File: config.mk
export PLATFORM = sky130hd
export DESIGN_NAME = switch_debounce
export DESIGN_NICKNAME = d
export VERILOG_FILES = /design/src/rtl/board_pkg.sv /design/src/rtl/debounce_bit.sv /design/src/rtl/switch_debounce.sv
export SDC_FILE = /design/constraint.sdc
export NUM_CORES = 1
export LEC_CHECK = 0
export BUFFER_PORTS_ARGS = -buffer_cell sky130_fd_sc_hd__buf_2
export CAP_MARGIN = 20
export CORE_ASPECT_RATIO = 0.8
export CORE_MARGIN = 4
export CORE_UTILIZATION = 40
export CTS_CLUSTER_DIAMETER = 80
export CTS_CLUSTER_SIZE = 8
export DETAILED_ROUTE_END_ITERATION = 8
export SYNTH_ARGS = -nofsm -noshare
export SYNTH_HDL_FRONTEND = slang
export SYNTH_SLANG_ARGS = --single-unit
File: constraint.sdc
create_clock -name clk -period 4 [get_ports clk]
set_input_delay 1.2 -clock clk [delete_from_list [all_inputs] [get_ports clk]]
set_output_delay 1.2 -clock clk [all_outputs]
set_load 0.03 [all_outputs]
File: src/rtl/board_pkg.sv
// Board-level constants shared by the switch debouncer and any board wrapper.
// Default debounce timing is derived from the board clock so both stay in step.
package board_pkg;

    localparam int unsigned BOARD_CLK_HZ     = 100_000_000;
    localparam int unsigned DEB_TICK_HZ      = 1000;
    localparam int unsigned DEB_TICK_DIV     = BOARD_CLK_HZ / DEB_TICK_HZ;
    localparam int unsigned DEB_STABLE_TICKS = 10;

    // Counter width that stays at least 1 bit when the range collapses to a single value.
    function automatic int unsigned cnt_width(input int unsigned n);
        return (n > 1) ? $clog2(n) : 1;
    endfunction

endpackage

File: src/rtl/debounce_bit.sv
// One debounced switch bit: stability counter, accepted level and edge pulses.
// o_accept is the combinational "load this tick" strobe, used by the parent for sw_changed.
module debounce_bit
    import board_pkg::*;
#(
    parameter int unsigned STABLE_TICKS = DEB_STABLE_TICKS
) (
    input  logic clk,
    input  logic rst_n,
    input  logic i_tick,
    input  logic i_sync,
    output logic o_db,
    output logic o_rise,
    output logic o_fall,
    output logic o_accept
);

    localparam int unsigned CW = $clog2(STABLE_TICKS + 1);
    localparam logic [CW-1:0] LAST = CW'(STABLE_TICKS - 1);

    logic [CW-1:0] r_cnt;
    logic          r_db;
    logic          r_rise;
    logic          r_fall;
    logic          w_mismatch;
    logic          w_accept;

    assign w_mismatch = i_sync ^ r_db;
    assign w_accept   = i_tick & w_mismatch & (r_cnt == LAST);

    always_ff @(posedge clk or negedge rst_n) begin
        if (!rst_n) begin
            r_cnt  <= '0;
            r_db   <= 1'b0;
            r_rise <= 1'b0;
            r_fall <= 1'b0;
        end else begin
            r_rise <= w_accept & i_sync;
            r_fall <= w_accept & ~i_sync;
            if (i_tick) begin
                // Clearing on acceptance keeps cnt within 0..STABLE_TICKS-1.
                if (!w_mismatch || w_accept) r_cnt <= '0;
                else                         r_cnt <= r_cnt + 1'b1;
                if (w_accept) r_db <= i_sync;
            end
        end
    end

    assign o_db     = r_db;
    assign o_rise   = r_rise;
    assign o_fall   = r_fall;
    assign o_accept = w_accept;

endmodule

File: src/rtl/switch_debounce.sv
// N-bit switch debouncer: two-flop synchronizer, shared sample-tick prescaler,
// and one debounce_bit per switch.
module switch_debounce
    import board_pkg::*;
#(
    parameter int unsigned N            = 16,
    parameter int unsigned TICK_DIV     = DEB_TICK_DIV,
    parameter int unsigned STABLE_TICKS = DEB_STABLE_TICKS
) (
    input  logic         clk,
    input  logic         rst_n,
    input  logic [N-1:0] sw_raw,
    output logic [N-1:0] sw_db,
    output logic [N-1:0] sw_rise,
    output logic [N-1:0] sw_fall,
    output logic         sw_changed
);

    localparam int unsigned PW = cnt_width(TICK_DIV);
    localparam logic [PW-1:0] PRE_LAST = PW'(TICK_DIV - 1);

    logic [N-1:0]  r_sync1;
    logic [N-1:0]  r_sync2;
    logic [PW-1:0] r_pre;
    logic          r_changed;
    logic          w_tick;
    logic [N-1:0]  w_accept;

    assign w_tick = (r_pre == PRE_LAST);

    always_ff @(posedge clk or negedge rst_n) begin
        if (!rst_n) begin
            r_sync1   <= '0;
            r_sync2   <= '0;
            r_pre     <= '0;
            r_changed <= 1'b0;
        end else begin
            r_sync1   <= sw_raw;
            r_sync2   <= r_sync1;
            r_pre     <= w_tick ? '0 : r_pre + 1'b1;
            r_changed <= |w_accept;
        end
    end

    for (genvar g = 0; g < N; g++) begin : g_bit
        debounce_bit #(
            .STABLE_TICKS (STABLE_TICKS)
        ) u_bit (
            .clk      (clk),
            .rst_n    (rst_n),
            .i_tick   (w_tick),
            .i_sync   (r_sync2[g]),
            .o_db     (sw_db[g]),
            .o_rise   (sw_rise[g]),
            .o_fall   (sw_fall[g]),
            .o_accept (w_accept[g])
        );
    end

    assign sw_changed = r_changed;

endmodule

* After elaboration in Yosys (flattened, before gate mapping)
Index checks and enable logic that the tools add are counted.
Widths: inputs -> output; s select.
** Operators by class
- $add $sub $neg :: 17
- Equal/unequal tests :: 17
- Muxes and demuxes :: 17
- Bitwise gates (word level) :: 96
- Reductions and logical operators :: 49
** Operator list (count)
- $add 4x1->4 const B :: 16
- $and 1x1->1 :: 64
- $eq 4x4->1 const B :: 16
- $mux 4 :: 16
- $reduce_and 2->1 :: 16
- $add 17x1->17 const B :: 1
- $eq 17x17->1 const B :: 1
- $mux 17 :: 1
- $logic_not 1->1 :: 16
- $logic_or 1x1->1 :: 16
- $not 1->1 :: 16
- $reduce_or 16->1 :: 1
- $xor 1x1->1 :: 16
** Storage, ports and cells
- Register bits after elaboration :: 162
- Bits of input ports :: 18
- Output and inout port bits :: 49
- Logic and storage cells :: 264

* Logic depth before layout (Yosys ltp)
Gate-level depths: netlist of run 1.
- Depth in word-level cells :: 5
- Depth in mapped cells :: 7

* Hierarchy
A second synthesis of run 1 with hierarchy kept.
** Unflattened totals
- Cells, all modules :: 624
- Area, all modules :: 7756.2 um^2
** By module, submodules not included
- debounce_bit :: instances 16, cells each 32, area each 381.6 um^2
- switch_debounce :: instances 1, cells each 112, area each 1650.3 um^2

* Worst setup path before layout of run 1
No wires, ideal clock.
- Path type :: reg-to-reg
- Start point :: register r_pre[0]
- End point :: register g_bit[15].u_bit.r_cnt[0]
- Data arrival time :: 1.821 ns
- Data required time :: 3.896 ns
- Path slack :: 2.076 ns
- Stages on the path, launching flop included :: 8
- Path buffers :: 2
- Path through :: dfrtp_1 ha_1 and3b_1 nand3_2 or2_1 buf_6 buf_6 o41ai_2
** Between the ends
- Longest elaborated chain between the ends :: 5
** RTL lines
- start, declared :: RTL line switch_debounce.sv:24 : logic [PW-1:0] r_pre;
- start signal, assigned :: RTL line switch_debounce.sv:40 : r_pre <= w_tick ? '0 : r_pre + 1'b1;
- $eq 17x17->1 (*) :: RTL line switch_debounce.sv:29 : assign w_tick = (r_pre == PRE_LAST);
- $and 1x1->1 (2 in series) :: RTL line debounce_bit.sv:29 : assign w_accept = i_tick & w_mismatch & (r_cnt == LAST);
- $logic_or 1x1->1 :: RTL line debounce_bit.sv:42 : if (!w_mismatch || w_accept) r_cnt <= '0;
- $mux 4 :: RTL line debounce_bit.sv:42
- end signal, assigned :: RTL line debounce_bit.sv:43 : else r_cnt <= r_cnt + 1'b1;
- end, declared :: RTL line debounce_bit.sv:21 : logic [CW-1:0] r_cnt;
Mark *: on every way between the ends. The rest lies on a longest branch, timed or not.
A chain may end at the register's enable or synchronous reset.

* Worst setup path in the final report of run 1
- Start point :: register r_pre[0]
- End point :: register g_bit[6].u_bit.r_db
** Between the ends
- Longest elaborated chain between the ends :: 4
** RTL lines
- $eq 17x17->1 (*) :: RTL line switch_debounce.sv:29
- $and 1x1->1 (2 in series) :: RTL line debounce_bit.sv:29
- $reduce_and 2->1 (no source line) (*)
- end signal, assigned :: RTL line debounce_bit.sv:44 : if (w_accept) r_db <= i_sync;
- end, declared :: RTL line debounce_bit.sv:22 : logic r_db;
Marks and branches as above.

==> results of run 1 <==
==> cell usage after synthesis (5+ instances only) <==
| master | instances |
|---|---|
| and3b_1 | 6 |
| nor4_1 | 14 |
| nand3_1 | 6 |
| clkbuf_1 | 19 |
| buf_2 | 6 |
| a311oi_1 | 13 |
| o31ai_1 | 64 |
| inv_1 | 60 |
| nand2_1 | 10 |
| o22ai_1 | 5 |
| ha_1 | 33 |
| nand4_1 | 5 |
| or4_1 | 15 |
| xnor2_1 | 21 |
| nor2_1 | 27 |
| xor2_1 | 8 |
| or3b_2 | 11 |
| nand2b_1 | 20 |
| o41ai_2 | 18 |
| and3_1 | 21 |
| nor3_1 | 14 |
| dfrtp_1 | 162 |
| o41ai_1 | 13 |
| buf_4 | 48 |
| nor4b_2 | 10 |
| o21ai_0 | 44 |
| nand3b_1 | 12 |
==> worst max-delay path: cells and delay by family, from the launching register on <==
family / cells / cell delay [ns]
simple gates: 3 / 0.89
buf+inv: 1 / 0.47
fa+ha+maj: 1 / 0.37
mux: 1 / 0.36
flops: 1 / 0.47
==> metal layers <==
metal / global-route usage [%] / vias to the layer above / wire, um
met2: 24.64 / 118 / 7592
li1: - / 2578 / -
met1: 21.24 / 2738 / 8108
met3: 2.956 / 11 / 704
met4: 4.952 / 0 / 120
met5: 0 / - / 0
==> final timing paths <==
check,startpoint,endpoint,slack [ns],depth (start not counted)
hold / removal,r_sync1[4],r_sync2[4],0.34,0
hold reg to reg,r_sync1[4],r_sync2[4],0.34,0
max in group asynchronous,rst_n,g_bit[0].u_bit.r_cnt[1],2.29,2
min in group asynchronous,rst_n,g_bit[8].u_bit.o_fall,0.90,1
setup reg to reg,r_pre[0],g_bit[6].u_bit.o_db,1.27,6
setup / recovery,r_pre[0],g_bit[6].u_bit.o_db,1.27,6
==> per-stage QoR <==
step | std cells | util (%) | hold WS (ns)
after floorplan | 712 | - | 0.3312
after global placement | 969 | 41.80 | 0.3314
after detailed placement | 969 | 41.80 | 0.3347
after CTS | 1001 | 44.90 | 0.3460
after global routing | 1002 | 45.04 | 0.3554
final | 1002 | 45.04 | 0.3437
==> power groups by stage <==
stage               Combinational, mW  Sequential [mW]  Clock [mW]
finish                         0.0877             1.67        1.68
global route                    0.102             1.67        1.80
CTS                            0.0914             1.67        1.72
detailed placement             0.0911             1.70           0
global placement               0.0869             1.70           0
floorplan                      0.0357             1.69           0
==> cell type report <==
cell class / count / area (um2)
Fill cell: 1785 / 10850
Inverter: 60 / 225.2
Clock buffer: 19 / 452.9
Clock inverter: 13 / 160.2
Tap cell: 264 / 330.3
Multi-Input combinational cell: 411 / 3248
Timing Repair Buffer: 73 / 421.7
Sequential cell: 162 / 4054
==> cell families after synthesis <==
group / synth area share, %
muxes: 0.5461
DFF: 50.55
buffers and inverters: 9.222
AOI/OAI and AO/OA: 16.13
adders and majority gates: 5.149
xor gates and xnor gates: 3.168
and+or+nand+nor: 15.23
==> state kept, by name, summed over array words and instances (netlist names) <==
name,flops
g_bit.u_bit.o_rise,16
r_sync2,16
r_sync1,16
g_bit.u_bit.o_fall,16
g_bit.u_bit.r_cnt,64
g_bit.u_bit.o_db,16
sw_changed,1
r_pre,17
==> impl_metrics.env, run 1 <==
export IMPL_status="completed"
export IMPL_drt_iter0_markers=386
export IMPL_worst_skew_pair_late_latency_ns=0.42
export IMPL_worstPathMaxFanout=60
export IMPL_route_detailed_drc=0
export IMPL_io_pins=67
export IMPL_ant_nets=0
export IMPL_cts_setup_buffers=0
export IMPL_postCtsHoldBufs=0
export IMPL_core_mm2=0.01974
export IMPL_synth_edf_count=0
export IMPL_slowest_stage="dfrtp_1"
export IMPL_clock_path_buffers=2
export IMPL_p_int_mw=2.695
export IMPL_antenna_cells=0
export IMPL_ys_warn_count=0
export IMPL_max_stage_delay_ns=0.47
export IMPL_htreeDepth=4
export IMPL_crit_arrival_ns=3.04
export IMPL_peakVddDrop_uv=306.4
export IMPL_setup_ws_ns=1.266
export IMPL_syn_area_mm2=0.008019
export IMPL_max_slew_margin_pct=39.45
export IMPL_clk_pin_slew_ns=0.07
export IMPL_synth_top_area_share_pct=50.55
export IMPL_leakagePower_nw=4.032
export IMPL_antenna_found_initial=0
export IMPL_die_area_mm2=0.02239
export IMPL_cts_tree="done"
export IMPL_setup_viol=0
export IMPL_slew_viol_final=0
export IMPL_period_minus_slack_ns=2.734
export IMPL_crit_chain="ha_1 > and3b_1 > nand3_2 > buf_4 > nor3_1 > mux2_2"
export IMPL_synth_top_area_cell="dfrtp_1"
export IMPL_swShare_pct=21.45
export IMPL_powerDensity_mw_per_mm2=385.8
export IMPL_syn_inst=712
export IMPL_startpoint_type="register"
export IMPL_finClkSkew_ns=0.009109
export IMPL_synth_ff_type="dfrtp_1"
export IMPL_finalPower_mw=3.431
export IMPL_rsz0062_at_grt="no"
export IMPL_critical_path_class="register to register"
export IMPL_grt_max_degree=101
export IMPL_detail_route_wirelength_um=16530
export IMPL_die_y_um=134.6
export IMPL_ys_async_sr_fraction_pct=100.0
export IMPL_ys_seq_elements=162
export IMPL_drive_gt1_share_pct=21.14
export IMPL_cp_end_kind="register"
export IMPL_synthToLayoutAreaGrowth_pct=10.89
export IMPL_tns_ns=0
export IMPL_gp_congestion=0.7628
export IMPL_clockRootBuffer="clkbuf_16"
export IMPL_syn_area_per_cell_um2=11.26
export IMPL_dr_total_vias=5445
export IMPL_num_rows=46
export IMPL_grt_pass1_wl_um=28220
export IMPL_worst_pin_slew_ns=0.9083
export IMPL_hold_viol=0
export IMPL_placed_area_mm2=0.008252
export IMPL_cts_buffers=17
export IMPL_viasPerCell=5.434
export IMPL_switching_power_mw=0.7360
export IMPL_pwr_share_comb_pct=2.6
export IMPL_synth_cell_types=46
export IMPL_initial_core_util_pct=40.62
export IMPL_ys_top_cells_by_area="dfrtp_1 (51%), o31ai_1 (6.0%), ha_1 (5.1%)"
export IMPL_clock_sinks=162
export IMPL_pre_cts_ws_ns=1.168
export IMPL_seq_area_frac_synth_pct=50.55
export IMPL_finalCritPeriodShare_pct=68.36
export IMPL_die_width_um=166.3
export IMPL_seq_power_share_pct=48.6
export IMPL_final_cell_mix="dfrtp_1 (162), buf_2 (65), o31ai_1 (64)"
export IMPL_grt_use_total_pct=15.34
export IMPL_dr_pass1_iters=5
export IMPL_grt_overflow=0
export IMPL_hpwl_um=10380
export IMPL_final_common_cell="dfrtp_1"
export IMPL_wl_per_cell_um=16.49
export IMPL_grt_pass1_vias=5605
export IMPL_fin_area_mm2=0.008892
export IMPL_critPathRequiredTime_ns=4.30
export IMPL_cts_resized=0
export IMPL_hold_path_class="register to register"
export IMPL_finalNetCount=776
export IMPL_syn_num_nets=763
export IMPL_clkPwrFrac_pct=48.9
export IMPL_clock_fmax_mhz=365.7
export IMPL_io_buffers=66
export IMPL_maxCapViolCount=0
Power figures use the tool's default switching activity.
==> run 2, diff against run 1 <==
ABC_AREA = 1   (was unset)
clock period = 2.7 ns   (was 4 ns; I/O delays follow)
==> run 2 against run 1 <==
Effect of this change: clock power increased by 39%; non-clock buffer count increased by 1; critical path depth up 4; flip-flop and latch count is the same; largest cell class unchanged; largest power group is now registers; critical endpoint is now g_bit[11].u_bit.o_db; register-to-register slack got worse by 0.55 ns; core utilization grew 0.94 points; first-iteration DRC count decreased by 39%; routed wire length down 18%.
==> impl_metrics.env, run 2 <==
export IMPL_crit_chain="ha_1 > nand2_1 > nor2_2 > nand3_1 > nor2_4 > buf_4 > nand2_1 > nor2_1 > or2_1 > inv_1"
export IMPL_dr_total_vias=4910
export IMPL_antenna_cells=0
export IMPL_hpwl_um=9361
export IMPL_pre_cts_ws_ns=0.7064
export IMPL_worstPathMaxFanout=36
export IMPL_clk_pin_slew_ns=0.06
export IMPL_io_buffers=66
export IMPL_ys_seq_elements=162
export IMPL_finalCritPeriodShare_pct=73.43
export IMPL_finalPower_mw=4.896
export IMPL_syn_area_mm2=0.007591
export IMPL_path_common_cell="nand2_1"
export IMPL_reg_largest_list="g_bit.u_bit.r_cnt: 64 flops, r_pre: 17 flops"
export IMPL_io_pins=67
export IMPL_core_mm2=0.01839
export IMPL_slew_viol_final=0
export IMPL_worst_skew_pair_late_latency_ns=0.42
export IMPL_max_stage_delay_ns=0.40
export IMPL_maxCapViolCount=0
export IMPL_top_register="g_bit.u_bit.r_cnt"
export IMPL_cts_tree="done"
export IMPL_placed_area_mm2=0.007875
export IMPL_synth_edf_count=0
export IMPL_clock_sinks=162
export IMPL_peakVddDrop_uv=445.9
export IMPL_ys_async_sr_fraction_pct=100.0
export IMPL_detail_route_wirelength_um=13600
export IMPL_antenna_found_initial=0
export IMPL_setup_viol=0
export IMPL_ant_nets=0
export IMPL_crit_arrival_ns=2.30
export IMPL_syn_num_nets=841
export IMPL_synth_most_common_cell="dfrtp_1"
export IMPL_cts_buffers=17
export IMPL_clock_fmax_mhz=504.4
export IMPL_num_rows=44
export IMPL_setup_ws_ns=0.7173
export IMPL_dr_pass1_iters=4
export IMPL_startpoint_type="register"
export IMPL_htreeDepth=4
export IMPL_cts_setup_buffers=0
export IMPL_status="completed"
export IMPL_finClkSkew_ns=0.008619
export IMPL_die_area_mm2=0.02126
export IMPL_final_cell_mix="dfrtp_1 (162), inv_1 (121), nor2_1 (80)"
export IMPL_synth_top_area_share_pct=53.40
export IMPL_drt_iter0_markers=235
export IMPL_cts_resized=0
export IMPL_cp_end_kind="register"
export IMPL_seq_area_frac_synth_pct=53.40
export IMPL_hold_path_class="input pin to async pin"
export IMPL_finalNetCount=870
export IMPL_synth_cell_types=26
export IMPL_period_minus_slack_ns=1.983
export IMPL_syn_inst=790
export IMPL_wl_per_cell_um=12.54
export IMPL_gp_congestion=0.8122
export IMPL_grt_overflow=0
export IMPL_grt_max_degree=58
export IMPL_max_slew_margin_pct=59.65
export IMPL_die_width_um=162.0
export IMPL_synthToLayoutAreaGrowth_pct=11.39
export IMPL_synth_top_area_cell="dfrtp_1"
export IMPL_drive_gt1_share_pct=13.48
export IMPL_final_common_cell="dfrtp_1"
export IMPL_rsz0062_at_grt="no"
export IMPL_postCtsHoldBufs=0
export IMPL_powerDensity_mw_per_mm2=579.0
export IMPL_initial_core_util_pct=41.28
export IMPL_viasPerCell=4.530
export IMPL_grt_pass1_wl_um=23540
export IMPL_leakagePower_nw=4.481
export IMPL_synthTopCellsByCount="dfrtp_1 (162), inv_1 (121), nor2_1 (80)"
export IMPL_slowest_stage="dfrtp_1"
export IMPL_clock_path_buffers=2
export IMPL_grt_use_total_pct=13.59
export IMPL_synth_ff_type="dfrtp_1"
export IMPL_fill_cells=1738
export IMPL_hold_viol=0
export IMPL_route_detailed_drc=0
export IMPL_die_y_um=131.2
export IMPL_clockRootBuffer="clkbuf_16"
export IMPL_tns_ns=0
export IMPL_ys_top_cells_by_area="dfrtp_1 (53%), inv_1 (6.0%), ha_1 (5.4%)"
export IMPL_syn_area_per_cell_um2=9.609
export IMPL_critPathRequiredTime_ns=3.02
export IMPL_hold_slack_ns=0.3457
export IMPL_fin_area_mm2=0.008456
export IMPL_worst_pin_slew_ns=0.6043
export IMPL_grt_pass1_vias=4841
export IMPL_largest_reg_flops=64
export IMPL_critical_path_class="register to register"
export IMPL_ys_warn_count=0
==> run 2: cell types whose count changed in the layout (fill, tap and decap cells not counted), moves of 16 or more <==
cell,delta
nand3_1,+54
a21oi_1,+29
nand2b_1,-20
nand2_1,+65
o41ai_2,-18
o31ai_1,-64
xor2_1,+28
o21ai_0,-24
nand4_1,+21
and3_1,-20
nor2_1,+54
or2_1,+16
inv_1,+61
==> run 2: stage by stage <==
stage / cells / utilization [%]
after floorplan: 790 / -
after global placement: 1053 / 42.83
after detailed placement: 1053 / 42.83
after CTS: 1084 / 45.99
after global routing: 1084 / 45.99
final: 1084 / 45.99
==> run 2: where the power goes <==
part	switching (mW)	leakage (nW)	total, mW	internal [mW]
Sequential	0.0143	2.18	2.47	2.45
Combinational	0.0697	2.03	0.100	0.0304
Clock	0.962	0.274	2.33	1.37
==> run 2: cell type report <==
type | instances | area (um2) | area share (%)
flip-flops and latches | 162 | 4054 | 47.94
well taps | 253 | 316.6 | 3.744
clock inverters | 10 | 100.1 | 1.184
multi-input cells | 440 | 2592 | 30.66
inverters | 124 | 465.4 | 5.505
repair buffers | 74 | 446.7 | 5.283
clock buffers | 21 | 480.5 | 5.682
==> run 2: worst max-delay path: cells and delay by family (launching register included) <==
| family | cells | cell delay, ns |
|---|---|---|
| buf+inv | 2 | 0.42 |
| fa+ha+maj | 1 | 0.18 |
| simple gates | 7 | 0.88 |
| flops | 1 | 0.40 |
==> run 2: kinds of logic (layout without fill, tap and decap cells) <==
kind of cell    Yosys count  in the layout  share of synthesized area, %
xor+xnor                 53             53                         6.115
fa+ha+maj                33             33                         5.439
mux                       9              9                         1.187
buf+inv                 188            229                         12.51
flops                   162            162                         53.40
simple gates            268            268                         16.00
compound gates           77             77                         5.341
==> run 2: worst paths after layout <==
check | startpoint | endpoint | slack [ns] | cells past startpoint
worst max-delay path | r_pre[0] | g_bit[11].u_bit.o_db | 0.72 | 10
worst min-delay path | rst_n | r_sync1[12] | 0.35 | 1
worst max register to register | r_pre[0] | g_bit[11].u_bit.o_db | 0.72 | 10
worst min register to register | r_sync1[12] | r_sync2[12] | 0.35 | 0
max in group asynchronous | rst_n | r_sync1[15] | 1.73 | 2
min in group clk | r_sync1[12] | r_sync2[12] | 0.35 | 0
==> run 2: metal layers <==
metal  share of wire [%]  wire, um  vias up  track usage [%]
met5                   0         0        -                0
met4                 1.8       250        0            4.932
met3                 3.4       460       20            3.475
met2                  43      5840       63            20.42
met1                  52      7045     2307            19.13
li1                    -         -     2520                -
